`src/rtl/serial_subtractor.sv`:
```
`default_nettype none
// ============================================================================
// serial_subtractor
//   Bit-serial A - B, LSB first, one full-subtractor cell and a borrow flop,
//   with valid/ready handshakes on both sides. One operation in flight.
//   Revision: 1.0
// ============================================================================
module serial_subtractor #(
  parameter int WIDTH = 8
) (
  input  logic             clk,
  input  logic             rst,
  input  logic             in_valid,
  output logic             in_ready,
  input  logic [WIDTH-1:0] a,
  input  logic [WIDTH-1:0] b,
  output logic             out_valid,
  input  logic             out_ready,
  output logic [WIDTH-1:0] diff,
  output logic             borrow,
  output logic             zero,
  output logic             busy
);

  localparam int c_CNT_W = $clog2(WIDTH);
  localparam logic [c_CNT_W-1:0] c_LAST = c_CNT_W'(WIDTH - 1);

  localparam logic [1:0] c_IDLE  = 2'd0;
  localparam logic [1:0] c_SHIFT = 2'd1;
  localparam logic [1:0] c_DONE  = 2'd2;

  logic [1:0]         r_state;
  logic [1:0]         w_state_next;
  logic [WIDTH-1:0]   r_sa;
  logic [WIDTH-1:0]   r_sb;
  logic [WIDTH-1:0]   r_sd;
  logic               r_bw;
  logic               r_zero;
  logic [c_CNT_W-1:0] r_cnt;

  logic             w_x;
  logic             w_y;
  logic             w_d;
  logic             w_bw_next;
  logic             w_accept;
  logic             w_last;
  logic [WIDTH-1:0] w_sd_next;

  // Full-subtractor cell on the current LSBs
  assign w_x       = r_sa[0];
  assign w_y       = r_sb[0];
  assign w_d       = w_x ^ w_y ^ r_bw;
  assign w_bw_next = (~w_x & w_y) | (~(w_x ^ w_y) & r_bw);
  assign w_sd_next = {w_d, r_sd[WIDTH-1:1]};
  assign w_accept  = (r_state == c_IDLE) && in_valid;
  assign w_last    = (r_cnt == c_LAST);

  always_ff @(posedge clk) begin
    if (rst) begin
      r_state <= c_IDLE;
    end else begin
      r_state <= w_state_next;
    end
  end

  always_comb begin
    w_state_next = r_state;
    case (r_state)
      c_IDLE:  if (in_valid)  w_state_next = c_SHIFT;
      c_SHIFT: if (w_last)    w_state_next = c_DONE;
      c_DONE:  if (out_ready) w_state_next = c_IDLE;
      default:                w_state_next = c_IDLE;
    endcase
  end

  always_comb begin
    in_ready  = 1'b0;
    out_valid = 1'b0;
    busy      = 1'b0;
    case (r_state)
      c_IDLE:  in_ready  = 1'b1;
      c_SHIFT: busy      = 1'b1;
      c_DONE:  out_valid = 1'b1;
      default: in_ready  = 1'b0;
    endcase
  end

  // The zero flag is latched on the final shift so it is held, not decoded, in DONE
  always_ff @(posedge clk) begin
    if (rst) begin
      r_sa   <= '0;
      r_sb   <= '0;
      r_sd   <= '0;
      r_bw   <= 1'b0;
      r_zero <= 1'b0;
      r_cnt  <= '0;
    end else if (w_accept) begin
      r_sa   <= a;
      r_sb   <= b;
      r_bw   <= 1'b0;
      r_zero <= 1'b0;
      r_cnt  <= '0;
    end else if (r_state == c_SHIFT) begin
      r_sa  <= r_sa >> 1;
      r_sb  <= r_sb >> 1;
      r_sd  <= w_sd_next;
      r_bw  <= w_bw_next;
      r_cnt <= r_cnt + 1'b1;
      if (w_last) begin
        r_zero <= (w_sd_next == '0);
      end
    end
  end

  assign diff   = r_sd;
  assign borrow = r_bw;
  assign zero   = r_zero;

endmodule
`default_nettype wire

```
`config.mk`:
```
export PLATFORM = sky130hd
export DESIGN_NAME = serial_subtractor
export DESIGN_NICKNAME = d
export VERILOG_FILES = /design/src/rtl/serial_subtractor.sv
export SDC_FILE = /design/constraint.sdc
export NUM_CORES = 1
export LEC_CHECK = 0
export CORE_MARGIN = 2
export CORE_UTILIZATION = 25
export DETAILED_ROUTE_END_ITERATION = 6
export SYNTH_ARGS = -nofsm -noshare
export SYNTH_HDL_FRONTEND = slang
export SYNTH_SLANG_ARGS = --single-unit
```
`constraint.sdc`:
```
create_clock -name clk -period 2.4 [get_ports clk]
set_input_delay 0.36 -clock clk [delete_from_list [all_inputs] [get_ports clk]]
set_output_delay 0.36 -clock clk [all_outputs]
set_load 0.02 [all_outputs]
```
=== After elaboration in Yosys (flattened, before gate mapping) ===
Index checks and enable logic that the tools add are counted.

* Flip-flop bits (word level): 31
* Input bits: 20

* Add/sub/neg operators: 1
* Equal/unequal tests: 6
* Mux-type cells: 11
* Bitwise logic cells: 8
* Reductions and logical operators: 8

{| class="wikitable"
|+ Operator list
! kind !! number
|-
| 2-to-1 mux 8 bit || 4
|-
| zero test 8 bit || 1
|-
| 2-to-1 mux 2 bit || 3
|-
| != test 2 bit (second input constant) || 3
|-
| case mux 2 bit (3 select lines) || 1
|-
| AND reduction 2 bit || 2
|-
| adder 3 x 1 -> 3 bit (second input constant) || 1
|-
| == test 3 bit (second input constant) || 1
|-
| 2-to-1 mux 1 bit || 3
|-
| NOT 1 bit || 3
|-
| AND reduction 3 bit || 1
|-
| bitwise AND 1 bit || 2
|-
| == test 2 x 1 -> 1 bit (second input constant) || 1
|-
| == test 2 bit (second input constant) || 1
|-
| zero test 2 bit || 1
|-
| nonzero test 2 bit || 1
|-
| OR reduction 2 bit || 1
|-
| XOR 1 bit || 2
|-
| logical AND 1 bit || 1
|-
| OR 1 bit || 1
|}

=== Depth between registers and ports, before layout ===
Gate-level depths: netlist (run 1).

* Depth in word-level cells: 4
* Depth in mapped cells: 8

=== Worst setup path before layout (run 1) ===
Ideal clock, no wire load.

* Kind: register -> register
* Start: register r_bw, in the netlist borrow
* End: register r_zero, in the netlist zero
* Library setup time: 0.091 ns
* Arrival: 1.413 ns
* Data required time: 2.309 ns
* Slack: 0.896 ns
* Cell stages (with the launch flop): 6
* Clock period less this slack: 1.504 ns
* Path through: dfxtp_1 -> inv_1 -> fa_1 -> nor4_1 -> nand2_1 -> a311oi_1

* Cells in the longest elaborated chain, start to end: 2

{| class="wikitable"
|+ RTL lines
! what !! line !! source
|-
| start, declared || 37 || <nowiki>logic r_bw;</nowiki>
|-
| start signal, assigned || 107 || <nowiki>r_bw <= w_bw_next;</nowiki>
|-
| XOR 1 bit || 52 || <nowiki>assign w_d = w_x ^ w_y ^ r_bw;</nowiki>
|-
| via w_d || 43 || <nowiki>logic w_d;</nowiki>
|-
| zero test 8 bit || 110 || <nowiki>r_zero <= (w_sd_next == '0);</nowiki>
|-
| end signal, assigned || 110 ||
|-
| end, declared || 38 || <nowiki>logic r_zero;</nowiki>
|}

The timed path passes the listed nets, and every way through them passes these cells.
A chain may end at the register's enable or synchronous reset.

=== Worst setup path in the final report (run 1) ===
* Start: register r_state[1]
* End: output port out_valid

* Cells in the longest elaborated chain, start to end: 2

{| class="wikitable"
|+ RTL lines
! what !! line !! source
|-
| start, declared || 32 || <nowiki>logic [1:0] r_state;</nowiki>
|-
| start signal, assigned || 60 || <nowiki>r_state <= c_IDLE;</nowiki>
|-
| start signal, assigned || 62 || <nowiki>r_state <= w_state_next;</nowiki>
|-
| == test 2 bit || 80 || <nowiki>case (r_state)</nowiki>
|-
| 2-to-1 mux 1 bit || 80 ||
|-
| end, declared || 17 || <nowiki>output logic out_valid,</nowiki>
|}

Every way passes these cells.

==> run_results.csv, run 1 <==
group,metric,value,unit
cts,cts_resized,0,
power,p_per_area,659.2,nW/um^2
sta,setup_ws,0.4350,ns
worst_setup_path,reg2reg_setup_slack,0.76,ns
sta,relSlewSlack,60.28,%
worst_setup_path,r2r-start,"r_state[0]",
power,netSwitchingFraction,25.40,%
route,finalWirelength,3165,um
placement,dp_worst_setup_slack,0.3468,ns
worst_setup_path,ff2ff_path_depth,3,
sta,fin_crit,1.965,ns
worst_setup_path,worstPathArrival,1.61,ns
grt,grt_max_degree,29,
placement,hpwlAfterDp,2059,um
route,ant_nets,0,
die,die_w,77.62,um
cells_and_area,fin_area,1813,um^2
cts,cts_tree,"done",
worst_setup_path,r2r_end,"borrow",
power,p_comb_share,14.9,%
worst_setup_path,cp-end-kind,"output pin",
synthesis,yosysUniqueCellTypes,28,
grt,antenna_found_initial,0,
route,via_per_inst,4.506,
hold_path,hp-class,"flip-flop to flip-flop",
cells_and_area,antenna_cells,0,
cts,htreeDepth,2,
synthesis,synth_fp_nets,188,
grt,grt_pass1_wl,5533,um
sta,clock_skew,0.005764,ns
cts,clkLatencyLatePin,0.28,ns
grt,grtUsageTotal,11.93,%
power,clockPowerShare,37.9,%
run,maxCapViolCount,0,
route,drc,0,
synthesis,synth-warning-count,0,
route,wl_per_cell,11.85,um
synthesis,syn_area,1355,um^2
sta,setup_viol,0,
worst_setup_path,endpoint,"out_valid",
worst_setup_path,cp.required,2.04,ns
worst_setup_path,crit_start,"r_state[1]",
worst_setup_path,critPathKind,"flip-flop to output pin",
cts,post-cts-setup-buffers,0,
cts,cts_made_buffers,5,
die,pin_count,33,
die,dieArea,6025,um^2
cts,cts_buffer_depth,2,
cells_and_area,fillers,527,
die,core.rowCount,26,
placement,place_area,1713,um^2
grt,grt_pass1_vias,1122,
grt,grt_overflow,0,
power,peakVddDrop,0.0001741,V
route,drt_iter0_markers,111,
placement,gp_congestion,0.7419,
sta,hold_slack,0.4571,ns
status,status,"complete, no violations",
die,start_util,26.20,%
power,p_sw,303.5,uW
sta,grt_setup_unrepaired,"no",
power,seq_power_share,47.2,%
route,vias,1203,
cts,cts.sinks,31,
cells_and_area,syn_to_final_growth,33.80,%
cells_and_area,nets,219,
synthesis,synthCells,165,
cells_and_area,final_common_cell,"nand2_1",
worst_setup_path,crit_path_start_kind,"flip-flop",
cts,hold_buffers,0,
power,p_int,891.6,uW
cts,root_buffer,"clkbuf_8",
placement,io_buffers,32,
synthesis,ys_ff_latch,31,
synthesis,seq_area_frac_synth,45.80,%
die,dieHeight,77.62,um
worst_setup_path,cp_max_fo,9,
cts,path_clk_slew,0.06,ns
synthesis,syn_avg_cell_area,8.212,um^2
power,power_leakage,0.0006476,uW
route,drtPass1Iterations,4,
cells_and_area,drive_gt1_share,9.137,%
sta,fmax,0.5089,GHz
sta,worst_slew_pin_slew,0.5958,ns
sta,setup_tns,0,ns
die,core-area,5172,um^2
sta,finalCritPeriodShare,81.88,%
sta,slew_viol_final,0,
cells_and_area,layout_common_cells,"nand2_1 (36), clkdlybuf4s50_1 (32), dfxtp_1 (31)",
sta,hold_viol,0,
[worst max-delay path, stage by stage, from the launching register on]
cell	delay, ns
dfxtp_1	0.48
nor2b_1	0.22
clkdlybuf4s50_1	0.62
[area by class of cell]
type	instances	area [um^2]	share of cell area, %
flip-flops and latches	31	620.6	34.23
repair buffers	37	357.8	19.74
inverters	4	15.01	0.8282
well taps	70	87.58	4.831
clock buffers	8	100.1	5.521
multi-input cells	117	631.9	34.85
[synthesized netlist by cell type]
cell | instances | share of area (%)
nand2_1 | 36 | 10
dfxtp_1 | 31 | 46
a21oi_1 | 27 | 10
nor2_1 | 20 | 5.5
a211oi_1 | 12 | 6.6
buf_2 | 4 | 1.5
buf_4 | 3 | 1.7
buf_6 | 3 | 2.5
clkbuf_1 | 3 | 0.83
inv_1 | 3 | 0.83
nand2b_1 | 3 | 1.4
ha_1 | 2 | 1.8
nand3_1 | 2 | 0.74
nor4_1 | 2 | 0.92
a22oi_1 | 1 | 0.55
a311oi_1 | 1 | 0.65
a311oi_2 | 1 | 1.1
fa_1 | 1 | 1.5
inv_2 | 1 | 0.28
nor2b_1 | 1 | 0.46
nor3_1 | 1 | 0.37
nor3b_2 | 1 | 0.92
o21a_1 | 1 | 0.55
o21ba_2 | 1 | 0.74
o221a_2 | 1 | 0.83
or3b_1 | 1 | 0.65
or3b_2 | 1 | 0.65
xnor2_1 | 1 | 0.65
[logic make-up after synthesis]
group | share of synthesized area [%]
AND/OR/NAND/NOR | 21.61
AO/OA/AOI/OAI | 21.05
flip-flops | 45.80
buffers and inverters | 7.571
adder cells (fa/ha/maj) | 3.324
XOR/XNOR | 0.6465
[flip-flops by register name, indices dropped and copies added, names as in the netlist]
name	flops
diff	8
r_sa	8
r_sb	8
r_cnt	3
r_state	2
borrow	1
zero	1
[power groups by stage]
stage / Combinational [uW] / Sequential [uW] / Clock, uW
floorplan: 115 / 575 / 0
global placement: 178 / 575 / 0
detailed placement: 179 / 575 / 0
CTS: 180 / 564 / 469
global route: 202 / 568 / 494
finish: 178 / 564 / 452
[per-stage QoR]
step | instances | total power, uW | util [%]
after global placement | 259 | 752.8 | 33.12
after CTS | 267 | 1212 | 35.05
after floorplan | 165 | 689.5 | -
final | 267 | 1195 | 35.05
after global routing | 267 | 1263 | 35.05
after detailed placement | 259 | 754.1 | 33.12
[how the worst min path moves through the flow]
stage                  from       to  slack [ns]  cells after the start
floorplan           r_sa[7]  r_sa[6]        0.44                      2
global placement    r_sa[5]  r_sa[4]        0.44                      2
detailed placement  r_sa[5]  r_sa[4]        0.45                      2
CTS                 r_sa[4]  r_sa[3]        0.46                      2
global route        r_sa[2]  r_sa[1]        0.48                      2
finish              r_sb[2]  r_sb[1]        0.46                      2
[per-layer routing]
layer  vias to the layer above  part of all wire [%]  GRT usage, %
met5                         -                     0             0
met4                         0                   2.3         5.893
met3                         6                   5.9         5.116
met2                        29                    44         17.41
met1                       550                    48         14.93
li1                        618                     -             -
No activity file was read; power rests on OpenSTA's default activity.
==> inputs of run 2 (changes only) <==
==> constraint.sdc (replaced) <==
create_clock -name clk -period 2 [get_ports clk]
set_input_delay 0.3 -clock clk [delete_from_list [all_inputs] [get_ports clk]]
set_output_delay 0.3 -clock clk [all_outputs]
set_load 0.02 [all_outputs]
==> run_results.csv, run 2 (synthesized netlist as in run 1, its figures left out) <==
group,metric,value,unit
cells_and_area,utilization,35.53,%
die,core-area,5172,um^2
worst_setup_path,cp-end-kind,"output pin",
placement,dp_worst_setup_slack,0.1995,ns
cells_and_area,fillers,541,
power,p_comb_share,14.0,%
die,dieHeight,77.62,um
grt,met3_usage,4.535,%
cells_and_area,seq_area,620.6,um^2
worst_setup_path,critPathKind,"flip-flop to output pin",
power,power_leakage,0.0006619,uW
placement,hpwlAfterDp,2022,um
cells_and_area,multi_input_comb_area,631.9,um^2
sta,setup_tns,0,ns
cells_and_area,final_common_cell,"nand2_1",
power,p_sw,372.4,uW
route,via_per_inst,4.485,
power,seq_power_share,44.1,%
cts,path_clk_slew,0.07,ns
power,p_int,1160,uW
route,drc,0,
grt,antenna_found_initial,0,
route,vias,1202,
sta,relSlewSlack,79.82,%
grt,busiest_layer,"met2",
cts,cts_tree,"done",
run,maxCapViolCount,0,
sta,setup_viol,0,
cts,cts_made_buffers,5,
die,dieArea,6025,um^2
cts,cts_buffer_depth,2,
worst_setup_path,cp_max_fo,9,
cells_and_area,fin_area,1838,um^2
status,status,"complete, no violations",
die,die_w,77.62,um
sta,setup_ws,0.09758,ns
power,netSwitchingFraction,24.30,%
hold_path,hp-class,"flip-flop to flip-flop",
cells_and_area,syn_to_final_growth,35.64,%
route,drt_iter0_markers,88,
cts,post-cts-setup-buffers,0,
cts,cts_resized,0,
sta,hold_viol,0,
die,start_util,26.20,%
placement,io_buffers,32,
power,peakVddDrop,0.0002857,V
cts,hold_buffers,0,
die,pin_count,33,
sta,fin_crit,1.902,ns
sta,finalCritPeriodShare,95.12,%
placement,gp_congestion,0.7018,
worst_setup_path,cp.required,1.70,ns
placement,place_area,1720,um^2
sta,grt_setup_unrepaired,"no",
cells_and_area,antenna_cells,0,
grt,grt_pass1_vias,1130,
placement,dp.cells,260,
sta,slew_viol_final,0,
cts,clkLatencyLatePin,0.28,ns
worst_setup_path,worstPathArrival,1.60,ns
route,wl_per_cell,11.24,um
worst_setup_path,crit_path_start_kind,"flip-flop",
route,finalWirelength,3013,um
cts,htreeDepth,2,
sta,clock_skew,0.009471,ns
grt,grt_use_met2,17.07,%
cts,cts.sinks,31,
grt,grtUsageTotal,11.00,%
cells_and_area,drive_gt1_share,10.10,%
cells_and_area,instances_no_fill,268,
route,ant_nets,0,
grt,grt_overflow,0,
grt,met1_usage,13.29,%
cells_and_area,nets,220,
grt,grt_pass1_wl,5264,um
power,clockPowerShare,41.9,%
cts,root_buffer,"clkbuf_8",
sta,worst_slew_pin_slew,0.3022,ns
cells_and_area,layout_common_cells,"nand2_1 (36), clkdlybuf4s50_1 (32), dfxtp_1 (31)",
power,p_per_area,833.9,nW/um^2
grt,grt_max_degree,29,
route,drtPass1Iterations,4,
sta,fmax,0.5256,GHz
die,core.rowCount,26,
==> run 2: cell count changes in the layout (fill, tap and decap cells not counted) <==
cell,previous run,this run
clkbuf_1,1,0
clkbuf_8,7,6
clkinv_2,0,1
bufinv_16,0,1
buf_4,5,6
==> run 2: final cells by class <==
| type | instances | area share, % |
|---|---|---|
| clock buffers | 6 | 4.493 |
| well taps | 70 | 4.765 |
| flip-flops and latches | 31 | 33.76 |
| repair buffers | 38 | 19.88 |
| clock inverters | 2 | 1.906 |
| multi-input cells | 117 | 34.38 |
| inverters | 4 | 0.8169 |
==> run 2: path summary, 6_finish.rpt <==
kind / from / endpoint / slack, ns / cells after the start
max: r_state[0] / busy / 0.1 / 3
min: r_sa[5] / r_sa[4] / 0.45 / 2
max reg2reg: borrow / zero / 0.50 / 5
min reg2reg: r_sa[5] / r_sa[4] / 0.45 / 2
==> run 2: power by group through the flow <==
stage / clock network [uW] / registers (uW) / logic, uW
6_report: 642 / 676 / 214
5_1_grt: 688 / 681 / 240
4_1_cts: 658 / 677 / 217
3_5_place_dp: 0 / 691 / 215
3_3_place_gp: 0 / 690 / 215
2_1_floorplan: 0 / 690 / 138
==> run 2: layer usage <==
metal / vias up / part of all wire [%]
met5: - / 0
met4: 0 / 1.8
met3: 6 / 6.7
met2: 27 / 45
met1: 548 / 46
li1: 621 / -
==> run 2: critical path, stage by stage (launching register included) <==
cell and delay [ns]:
dfxtp_1 0.50, nand2b_1 0.14, inv_2 0.08, clkdlybuf4s50_1 0.60
==> run 2: through the flow <==
| step | total power [uW] | hold slack [ns] |
|---|---|---|
| global placement | 905.3 | 0.4447 |
| floorplan | 827.4 | 0.4360 |
| detailed placement | 906.0 | 0.4504 |
| CTS | 1552 | 0.4558 |
| global route | 1610 | 0.4731 |
| finish | 1533 | 0.4544 |
